`src/rtl/io_input_pkg.sv`:
```
// io_input_pkg: register map, input counts and bus byte-swap helper for the switch/button peripheral
package io_input_pkg;

    localparam logic [15:0] IO_SW_ADDR  = 16'hf300;
    localparam logic [15:0] IO_BTN_ADDR = 16'hf304;
    localparam logic [15:0] IO_EVT_ADDR = 16'hf308;
    localparam logic [31:0] ZERO_WORD   = 32'h0;
    localparam logic        RST_ENABLE  = 1'b0;
    localparam logic        CHIP_ENABLE = 1'b1;

    localparam int NUM_SW  = 16;
    localparam int NUM_BTN = 5;
    localparam int NUM_IN  = NUM_SW + NUM_BTN;

    typedef logic [NUM_SW-1:0]  sw_vec_t;
    typedef logic [NUM_BTN-1:0] btn_vec_t;

    function automatic logic [31:0] bswap(input logic [31:0] v);
        return {v[7:0], v[15:8], v[23:16], v[31:24]};
    endfunction

endpackage

```
`src/rtl/io_input_debounce_bit.sv`:
```
// debounce_bit: two-flop synchroniser followed by a consecutive-cycle debounce counter
module debounce_bit #(
    parameter int DEBOUNCE_CYCLES = 1_000_000,
    parameter int CNT_W           = $clog2(DEBOUNCE_CYCLES)
) (
    input  logic clk,
    input  logic rst_n,
    input  logic i_raw,
    output logic o_stable
);

    logic             r_s1;
    logic             r_s2;
    logic             r_stable;
    logic [CNT_W-1:0] r_cnt;

    always_ff @(posedge clk) begin
        if (!rst_n) begin
            r_s1     <= 1'b0;
            r_s2     <= 1'b0;
            r_stable <= 1'b0;
            r_cnt    <= '0;
        end else begin
            r_s1 <= i_raw;
            r_s2 <= r_s1;
            if (r_s2 == r_stable)
                r_cnt <= '0;
            else if (r_cnt == CNT_W'(DEBOUNCE_CYCLES - 1)) begin
                r_stable <= r_s2;
                r_cnt    <= '0;
            end else
                r_cnt <= r_cnt + CNT_W'(1);
        end
    end

    assign o_stable = r_stable;

endmodule

```
`src/rtl/io_input.sv`:
```
// io_input: debounced switch/button read port with latched, write-1-to-clear button press events
module io_input
    import io_input_pkg::*;
#(
    parameter int DEBOUNCE_CYCLES = 1_000_000,
    parameter int CNT_W           = $clog2(DEBOUNCE_CYCLES)
) (
    input  logic        clk,
    input  logic        rst_n,
    input  logic        ce,
    input  logic [31:0] addr,
    input  logic        we,
    input  logic [31:0] din,
    output logic [31:0] dout,
    input  logic [15:0] sw,
    input  logic [4:0]  btn,
    output logic        btn_irq
);

    logic [NUM_IN-1:0] w_raw;
    logic [NUM_IN-1:0] w_stable;
    sw_vec_t           w_sw;
    btn_vec_t          w_btn;
    btn_vec_t          w_rise;
    btn_vec_t          w_clr;
    logic [31:0]       w_data_i;
    logic [31:0]       w_rd;
    logic              w_unused;
    btn_vec_t          r_stable_d;
    btn_vec_t          r_press_evt;

    assign w_raw = {btn, sw};

    genvar g;
    generate
        for (g = 0; g < NUM_IN; g++) begin : g_db
            debounce_bit #(
                .DEBOUNCE_CYCLES(DEBOUNCE_CYCLES),
                .CNT_W          (CNT_W)
            ) u_db (
                .clk     (clk),
                .rst_n   (rst_n),
                .i_raw   (w_raw[g]),
                .o_stable(w_stable[g])
            );
        end
    endgenerate

    assign w_sw     = w_stable[NUM_SW-1:0];
    assign w_btn    = w_stable[NUM_IN-1:NUM_SW];
    assign w_rise   = w_btn & ~r_stable_d;
    assign w_data_i = bswap(din);
    assign w_clr    = (ce == CHIP_ENABLE && we && addr[15:0] == IO_EVT_ADDR) ? w_data_i[NUM_BTN-1:0] : '0;
    assign w_unused = &{1'b0, addr[31:16], w_data_i[31:NUM_BTN]};

    // a rise in the same cycle as a clear wins, so no press is ever lost
    always_ff @(posedge clk) begin
        if (rst_n == RST_ENABLE) begin
            r_stable_d  <= '0;
            r_press_evt <= '0;
        end else begin
            r_stable_d  <= w_btn;
            r_press_evt <= (r_press_evt & ~w_clr) | w_rise;
        end
    end

    always_comb begin
        w_rd = (addr[15:0] == IO_SW_ADDR)  ? {16'b0, w_sw} :
               (addr[15:0] == IO_BTN_ADDR) ? {27'b0, w_btn} :
               (addr[15:0] == IO_EVT_ADDR) ? {27'b0, r_press_evt} : ZERO_WORD;
        dout = (rst_n == RST_ENABLE) ? ZERO_WORD : bswap(w_rd);
    end

    assign btn_irq = |r_press_evt;

endmodule

```
`config.mk`:
```
export PLATFORM = sky130hd
export DESIGN_NAME = io_input
export DESIGN_NICKNAME = d
export VERILOG_FILES = /design/src/rtl/io_input_pkg.sv /design/src/rtl/io_input_debounce_bit.sv /design/src/rtl/io_input.sv
export SDC_FILE = /design/constraint.sdc
export NUM_CORES = 1
export LEC_CHECK = 0
export CAP_MARGIN = 25
export CORE_MARGIN = 4
export CORE_UTILIZATION = 55
export CTS_BUF_LIST = sky130_fd_sc_hd__clkbuf_4
export CTS_CLUSTER_SIZE = 20
export DETAILED_ROUTE_END_ITERATION = 6
export GPL_TIMING_DRIVEN = 0
export HOLD_SLACK_MARGIN = 0.15
export PLACE_DENSITY = 0.77
export SETUP_SLACK_MARGIN = 0.15
export SLEW_MARGIN = 20
export SYNTH_ARGS = -nofsm -noshare
export SYNTH_HDL_FRONTEND = slang
export SYNTH_SLANG_ARGS = --single-unit
```
`constraint.sdc`:
```
create_clock -name clk -period 2.1 [get_ports clk]
set_input_delay 0.21 -clock clk [delete_from_list [all_inputs] [get_ports clk]]
set_output_delay 0.21 -clock clk [all_outputs]
set_load 0.005 [all_outputs]
```
==> flow_summary.toml, run 1 <==
[placement]
place_area_mm2 = 0.0231
hpwl_um = 31700
globalplace.congestion = 0.836
io_buffers = 61

[critical_path]
cp.required_ps = 2800
arrival_ps = 2850
criticalPathCategory = "reg -> reg"
worstSetupStartpointType = "register"
endpoint_kind = "register"
cp_max_fo = 5

[sta]
hold_viol_final = 0
worstMarginPinSlew_ps = 1090
post-route-period-util = 1.03
max_freq_mhz = 464
timing.final.ws_setup_ps = -56.1
relSlewSlack = 0.271
slew_violations = 0
finalHoldWorstSlack_ps = 204
fin_skew_ps = 44.1
setup_viol = 19
period_needed_ps = 2160
rsz0062_at_grt = "true"

[detailed_routing]
drt-met1-wl_um = 22900
num_vias = 19600
vias_per_cell = 5.68
wirelength_um = 54000
wl_per_cell_um = 15.7
first_iter_violations = 1230
dr.pass1.iters = 5
ant_nets = 0
routed-wl-met3_um = 2950
drcViolationCount = 0
top_layer = "met4"
met2WireLength_um = 26600

[clock_tree]
ctsHtreeMaxLevel = 3
root_buffer = "clkbuf_4"
cts_tree = "built"
clk_pin_slew_ps = 70
cts.sinks = 493
clkLatencyLatePin_ps = 850
clockBufferDepth = 3
cts_made_buffers = 121

[logic_synthesis]
yosysTopAreaCellShare = 0.453
syn_area_mm2 = 0.0218
yosys_most_used_dff = "dfxtp_1"
ys_ff_latch = 493
async_flop_share = 0
yosysTopAreaCell = "dfxtp_1"
syn_avg_cell_area_um2 = 8.76
synth_cells = 2486
ys_top_cells_by_area = "dfxtp_1, xor2_1, nor2_1"
ys_types = 52
synth-edff-count = 0
ys_warn_count = 0
yosysSeqAreaShare = 0.453

[power]
power.switching_uw = 4090
p_seq_frac = 0.529
power.internal_uw = 13700
pwr-share-clk = 0.443
power.leakage_uw = 0.00876
pwr-share-comb = 0.028
pwr_density_cell_mw_per_mm2 = 647
swShare = 0.230
ir_worst_vdd_uv = 420
finalPower_uw = 17800

[outcome]
failed_checks = "setup timing"
status = "complete, but fails checks"

[global_routing]
grtUsageTotal = 0.228
overflow = 0
grt_pass1_vias = 18700
grt_max_degree = 17
grt_first_pass_wirelength_um = 85800
antenna_found_initial = 2

[floorplan]
coreArea_mm2 = 0.0389
die_w_um = 207
io_pins = 122
dieArea_mm2 = 0.0429
die_h_um = 207
placementRows = 72
initial_utilization = 0.560

[run]
drv_cap = 0

[cells_and_area]
final_cell_mix = "dfxtp_1, nor2_1, clkbuf_4"
final_cell_area_mm2 = 0.0275
final_common_cell = "dfxtp_1"
layout.nets = 2941
area_growth_pct = 26.1
drive_gt1_frac = 0.269
post-route-util = 0.706

[worst_hold_path]
hold_path_class = "in -> reg"
==> worst paths after layout <==
path / from / slack [ps] / cells after the start / end
min reg2reg: g_db[0].u_db.r_cnt[0] / 430 / 1 / g_db[0].u_db.r_cnt[0]
min: rst_n / 200 / 4 / g_db[5].u_db.r_cnt[5]
max: g_db[16].u_db.r_cnt[8] / -60 / 6 / g_db[16].u_db.r_cnt[19]
max reg2reg: g_db[16].u_db.r_cnt[8] / -60 / 6 / g_db[16].u_db.r_cnt[19]
==> sequential cells by signal (all words and copies together) (netlist names) <==
register            flops
r_stable_d              5
g_db.u_db.r_s1         21
g_db.u_db.r_cnt       420
g_db.u_db.o_stable     21
g_db.u_db.r_s2         21
r_press_evt             5
==> metrics by stage <==
step / instances / setup TNS (ps) / setup slack (ps)
floorplan: 2501 / 0 / 152
global placement: 3080 / -116690 / -1590
detailed placement: 3080 / -126910 / -1630
CTS: 3412 / -22.5 / -5.47
global route: 3442 / -4130 / -131
finish: 3443 / -504 / -56.1
==> per-layer routing <==
layer / vias up / GRT usage
li1: 9600 / -
met1: 9315 / 0.283
met2: 509 / 0.383
met3: 127 / 0.0557
met4: 0 / 0.0889
met5: - / 0
==> final cells by class <==
type                            instances  area (µm²)
Antenna cell                            5        12.5
Clock inverter                         49         299
Multi-Input combinational cell       1816       12300
Timing Repair Buffer                  207        1920
Clock buffer                          163        1220
Buffer                                 96         669
Sequential cell                       493       10100
Fill cell                            2872       11400
Tap cell                              518         648
Inverter                               96         365
==> cells in the mapped netlist, drive strengths merged (65+ instances only) <==
cell	number
xor2	140
or4	104
o31ai	65
nor2	289
and2	72
o21ai	101
inv	95
nand3	170
dfxtp	493
nand4	67
nand2	123
xnor2	116
or3	107
a21oi	172
==> power groups by stage <==
stage | registers [µW] | clock network (µW) | logic, µW
global placement | 9640 | 0 | 335
global route | 9400 | 8600 | 538
floorplan | 9630 | 0 | 178
finish | 9400 | 7880 | 502
detailed placement | 9640 | 0 | 341
CTS | 9410 | 8060 | 451
==> critical path: stages (launching register included) <==
cell and delay [ps]:
dfxtp_2 330, or4bb_1 500, or4_4 520, o211ai_1 320, buf_4 200, buf_6 140, a21oi_2 30
==> timing repair <==
item | in CTS | in global routing
gates resized for setup | 438 | 282
cloned | 16 | 7
hold buffers | 28 | 0
buffers inserted | 76 | 19
endpoints found under the setup margin | 380 | 372
pin swaps | 114 | 75
hold endpoints to repair | 27 | 0
==> logic make-up after synthesis <==
family | synth area share
and+or+nand+nor | 0.292
DFF | 0.453
AOI/OAI and AO/OA | 0.0982
buffers and inverters | 0.0393
adders and majority gates | 0.0121
muxes | 0.00230
other | 0.000172
xor gates and xnor gates | 0.103
Note: power is estimated with default switching activity, not from simulation.
==> inputs of run 2 (changes only) <==
ABC_CLOCK_PERIOD_IN_PS = 2230   (was default)
PLACE_DENSITY = 0.74   (was 0.77)
clock period = 2.23 ns   (was 2.1 ns; I/O delays follow)
==> run 2 against run 1 <==
The flow now finishes without violations. Total power decreased by 4.2%. Final cell count decreased by 0.96%. Maximum frequency increased by 2.7%. Via count decreased by 3.0%. Clock power decreased by 2%. Routed wire length decreased by 9.8%. Clock skew decreased by 7.8 ps. First-iteration DRC count decreased by 10%. Sequential power decreased by 5.6%. Sequential share of layout area increased by 1.5 points. Worst hold slack improved by 31 ps. Flip-flop and latch count unchanged. Largest cell class unchanged. Largest power group unchanged.
==> flow_summary.toml, run 2 (synthesized netlist as in run 1, its figures left out) <==
[floorplan]
placementRows = 72
initial_utilization = 0.560
die_h_um = 207
io_pins = 122
coreArea_mm2 = 0.0389
dieArea_mm2 = 0.0429
die_w_um = 207

[cells_and_area]
n_fill_cell = 3102
regMostFlops = "g_db.u_db.r_cnt"
drive_gt1_frac = 0.175
largest_reg_flops = 420
final_cell_mix = "dfxtp_1, nor2_1, clkbuf_4"
final_cell_area_mm2 = 0.0261
final_cells = 3410
final_common_cell = "dfxtp_1"
layout.nets = 2903
area_growth_pct = 19.9

[detailed_routing]
vias_per_cell = 5.56
wirelength_um = 48700
first_iter_violations = 1105
ant_nets = 0
dr.pass1.iters = 6
num_vias = 19000
drcViolationCount = 0
wl_per_cell_um = 14.3

[global_routing]
antenna_found_initial = 1
grt_pass1_vias = 18000
overflow = 0
grt_max_degree = 17
grtUsageTotal = 0.218
grt_first_pass_wirelength_um = 82100

[critical_path]
rr_endpoint = "g_db[11].u_db.r_cnt[13]"
cp.required_ps = 2900
rrSetupSlack_ps = 130
cp_max_fo = 5
endpoint_kind = "register"
worstSetupStartpointType = "register"
arrival_ps = 2770
criticalPathCategory = "reg -> reg"
r2r_start = "g_db[11].u_db.r_cnt[13]"
reg2regPathDepth = 6

[run]
drv_cap = 0

[clock_tree]
cts.sinks = 493
clk_pin_slew_ps = 60
ctsHtreeMaxLevel = 4
root_buffer = "clkbuf_4"
cts_tree = "built"
clockBufferDepth = 3
cts_made_buffers = 133
clkLatencyLatePin_ps = 820

[sta]
slew_violations = 0
setup_viol = 0
rsz0062_at_grt = "true"
max_freq_mhz = 476
fin_skew_ps = 36.2
period_needed_ps = 2100
finalSetupTns_ps = 0
finalHoldWorstSlack_ps = 235
relSlewSlack = 0.382
worstMarginPinSlew_ps = 927
post-route-period-util = 0.942
hold_viol_final = 0

[worst_hold_path]
hold_path_class = "in -> reg"
whs_endpoint = "g_db[9].u_db.r_cnt[19]"
hold_depth = 4
hp-start = "rst_n"

[power]
ir_worst_vdd_uv = 442
pwr_density_cell_mw_per_mm2 = 652
power.leakage_uw = 0.00848
finalPower_uw = 17000

[placement]
hpwl_um = 31500
globalplace.congestion = 0.843
io_buffers = 61
dp.cells = 3080
place_area_mm2 = 0.0231

[outcome]
status = "completed"
==> run 2: cell count changes in the layout (fill, tap and decap cells not counted), sizes merged <==
cell and delta:
clkinv -8, clkbuf +30, buf -55, inv +6, clkdlybuf4s15 -5, dlygate4sd2 +4
bufinv -2, diode -3, clkinvlp +1, dlygate4sd3 -1
==> run 2: report_power, final <==
part	leakage (µW)	switching, µW	internal [µW]
combinational	0.00349	209	194
sequential	0.00401	30.3	8840
clock	0.000987	3670	4090
==> run 2: worst max-delay path, cell delays in order (launching register included) <==
cell and delay [ps]:
dfxtp_4 340, or4b_1 500, or4_4 560, o211ai_1 180
buf_4 160, buf_4 170, a21oi_1 60
==> run 2: worst max-delay path by stage <==
stage,start,end,cells past startpoint
floorplan,g_db[11].u_db.r_cnt[0],g_db[11].u_db.r_cnt[18],6
global placement,addr[5],dout[16],7
detailed placement,addr[5],dout[16],7
CTS,g_db[18].u_db.r_cnt[12],g_db[18].u_db.r_cnt[3],5
global route,g_db[18].u_db.o_stable,dout[26],5
finish,g_db[11].u_db.r_cnt[13],g_db[11].u_db.r_cnt[13],6
==> run 2: final cells by class <==
type,instances,area (µm²),area share
well taps,518,648,0.0248
flip-flops and latches,493,9960,0.381
inverters,96,365,0.0140
multi-input cells,1816,11500,0.441
clock buffers,186,1400,0.0535
diodes,2,5.00,0.000192
clock inverters,46,238,0.00910
repair buffers,157,1400,0.0536
plain buffers,96,592,0.0227
==> run 2: through the flow <==
| step | setup WS [ps] | util |
|---|---|---|
| floorplan | 265 | - |
| global placement | -1560 | 0.593 |
| finish | 130 | 0.671 |
| detailed placement | -1540 | 0.593 |
| CTS | 118 | 0.655 |
| global route | 79.1 | 0.671 |
==> run 2: repair_timing <==
| action | CTS | global route |
|---|---|---|
| hold buffers | 26 | 1 |
| pin swaps | 30 | 31 |
| hold endpoints to repair | 26 | 4 |
| buffers inserted | 42 | 16 |
| resized for setup | 174 | 158 |
| gates cloned | 2 | 9 |
| setup endpoints to repair | 199 | 250 |
==> run 2: metal layers <==
metal | GRT usage | share of wire | up-vias
li1 | - | - | 9518
met1 | 0.280 | 0.45 | 8950
met2 | 0.359 | 0.47 | 384
met3 | 0.0481 | 0.048 | 104
met4 | 0.0821 | 0.026 | 0
met5 | 0 | 0 | -
==> inputs of run 3 (changes only) <==
RECOVER_POWER = 50   (was default)
==> run 3 against run 2 <==
Final area shrank 0.40%. First-iteration DRC count down 7.4%. Sequential power about the same. Worst hold slack lost 46 ps. Clock skew down 1.8 ps. Critical endpoint unchanged. Highest routed layer unchanged.
==> flow_summary.toml, run 3 (synthesized netlist as in run 1, its figures left out) <==
[outcome]
status = "completed"

[floorplan]
initial_utilization = 0.560
coreArea_mm2 = 0.0389
io_pins = 122
dieArea_mm2 = 0.0429
die_w_um = 207
placementRows = 72
die_h_um = 207

[run]
drv_cap = 0

[sta]
slew_violations = 0
hold_viol_final = 0
post-route-period-util = 0.956
worstMarginPinSlew_ps = 949
fin_skew_ps = 34.4
relSlewSlack = 0.367
rsz0062_at_grt = "true"
finalHoldWorstSlack_ps = 189
period_needed_ps = 2130
max_freq_mhz = 469
timing.final.ws_setup_ps = 97.7
finalSetupTns_ps = 0
setup_viol = 0

[critical_path]
crit_top_cell = "buf_4"
criticalPathCategory = "reg -> reg"
max_stage_delay_ps = 590
endpoint_kind = "register"
arrival_ps = 2800
startpoint = "g_db[11].u_db.r_cnt[11]"
cp.required_ps = 2900
worstSetupStartpointType = "register"
path_cells = "or4b_1 > or4_1 > o211ai_1 > buf_4 > buf_4 > a21oi_1"
slowest_stage = "or4_1"
cpLargestDelayFamily = "simple AND/OR/NAND/NOR gates"
cp_max_fo = 5
r2r_start = "g_db[11].u_db.r_cnt[11]"
cp.buffers_inverters = 2

[global_routing]
grt_pass1_vias = 18000
overflow = 0
grtUsageTotal = 0.218
grt_max_degree = 17
antenna_found_initial = 1
grt_first_pass_wirelength_um = 82100

[detailed_routing]
wirelength_um = 48700
wl_per_cell_um = 14.3
met2WireLength_um = 23000
vias_per_cell = 5.55
routed-wl-met3_um = 2160
drcViolationCount = 0
num_vias = 18900
ant_nets = 0
top_layer = "met4"
first_iter_violations = 1023
drt-met1-wl_um = 22300
dr.pass1.iters = 5

[cells_and_area]
final_cells = 3410
drive_gt1_frac = 0.167
n_fill_cell = 3137
final_cell_mix = "dfxtp_1, nor2_1, clkbuf_4"
area_growth_pct = 19.4
layout.nets = 2903
final_common_cell = "dfxtp_1"
final_cell_area_mm2 = 0.0260
largest_reg_flops = 420
regMostFlops = "g_db.u_db.r_cnt"

[placement]
globalplace.congestion = 0.843
dp.cells = 3080
hpwl_um = 31500
io_buffers = 61
place_area_mm2 = 0.0231
post-place-ws_ps = -1540

[power]
ir_worst_vdd_uv = 442
power.switching_uw = 3910
power.leakage_uw = 0.00839
power.internal_uw = 13100
pwr_density_cell_mw_per_mm2 = 654
pwr-share-clk = 0.456
pwr-share-comb = 0.023
swShare = 0.230
p_seq_frac = 0.521

[clock_tree]
clockBufferDepth = 3
cts_tree = "built"
cts_made_buffers = 133
root_buffer = "clkbuf_4"
clk_pin_slew_ps = 60
clkLatencyLatePin_ps = 820
cts.sinks = 493
ctsHtreeMaxLevel = 4

[worst_hold_path]
hp-start = "rst_n"
hold_path_class = "in -> reg"
run 3: final timing paths:
check                                  to  slack [ps]  depth (start not counted)
setup reg to reg  g_db[11].u_db.r_cnt[13]         100                          6
hold reg to reg        g_db[18].u_db.r_s2         430                          1
hold / removal     g_db[9].u_db.r_cnt[19]         190                          4
setup / recovery  g_db[11].u_db.r_cnt[13]         100                          6
run 3: area by class of cell:
| cell class | instances | area, µm² | share of cell area |
|---|---|---|---|
| diodes | 2 | 5.00 | 0.000192 |
| plain buffers | 96 | 586 | 0.0225 |
| clock buffers | 186 | 1400 | 0.0537 |
| clock inverters | 46 | 238 | 0.00914 |
| inverters | 96 | 365 | 0.0140 |
| multi-input cells | 1816 | 11500 | 0.441 |
| flip-flops and latches | 493 | 9950 | 0.383 |
| well taps | 518 | 648 | 0.0249 |
| repair buffers | 157 | 1350 | 0.0517 |
run 3: tightest hold or removal path, delay by kind of cell:
family                 cells  cell delay (ps)
AOI/OAI and AO/OA          2              260
buffers and inverters      2              450
run 3: timing repair:
action | CTS | global route
setup endpoints to repair | 199 | 250
cloned | 2 | 9
resized for setup | 174 | 158
endpoints found under the hold margin | 26 | 4
buffers inserted | 42 | 16
pin swaps | 30 | 31
hold buffers | 26 | 1
run 3: power groups by stage:
stage	clock [µW]	sequential (µW)	combinational (µW)
3_5_place_dp	0	9080	325
3_3_place_gp	0	9070	322
4_1_cts	8020	8870	372
6_report	7760	8870	393
5_1_grt	8490	8870	426
2_1_floorplan	0	9070	167
run 3: metrics by stage:
stage / power [µW] / utilization
floorplan: 9240 / -
global placement: 9400 / 0.593
detailed placement: 9400 / 0.593
CTS: 17300 / 0.655
global route: 17800 / 0.668
finish: 17000 / 0.668
run 3: metal layers:
| metal | vias to the layer above | GRT usage |
|---|---|---|
| met5 | - | 0 |
| met4 | 0 | 0.0821 |
| met3 | 103 | 0.0481 |
| met2 | 367 | 0.359 |
| met1 | 8949 | 0.280 |
| li1 | 9516 | - |
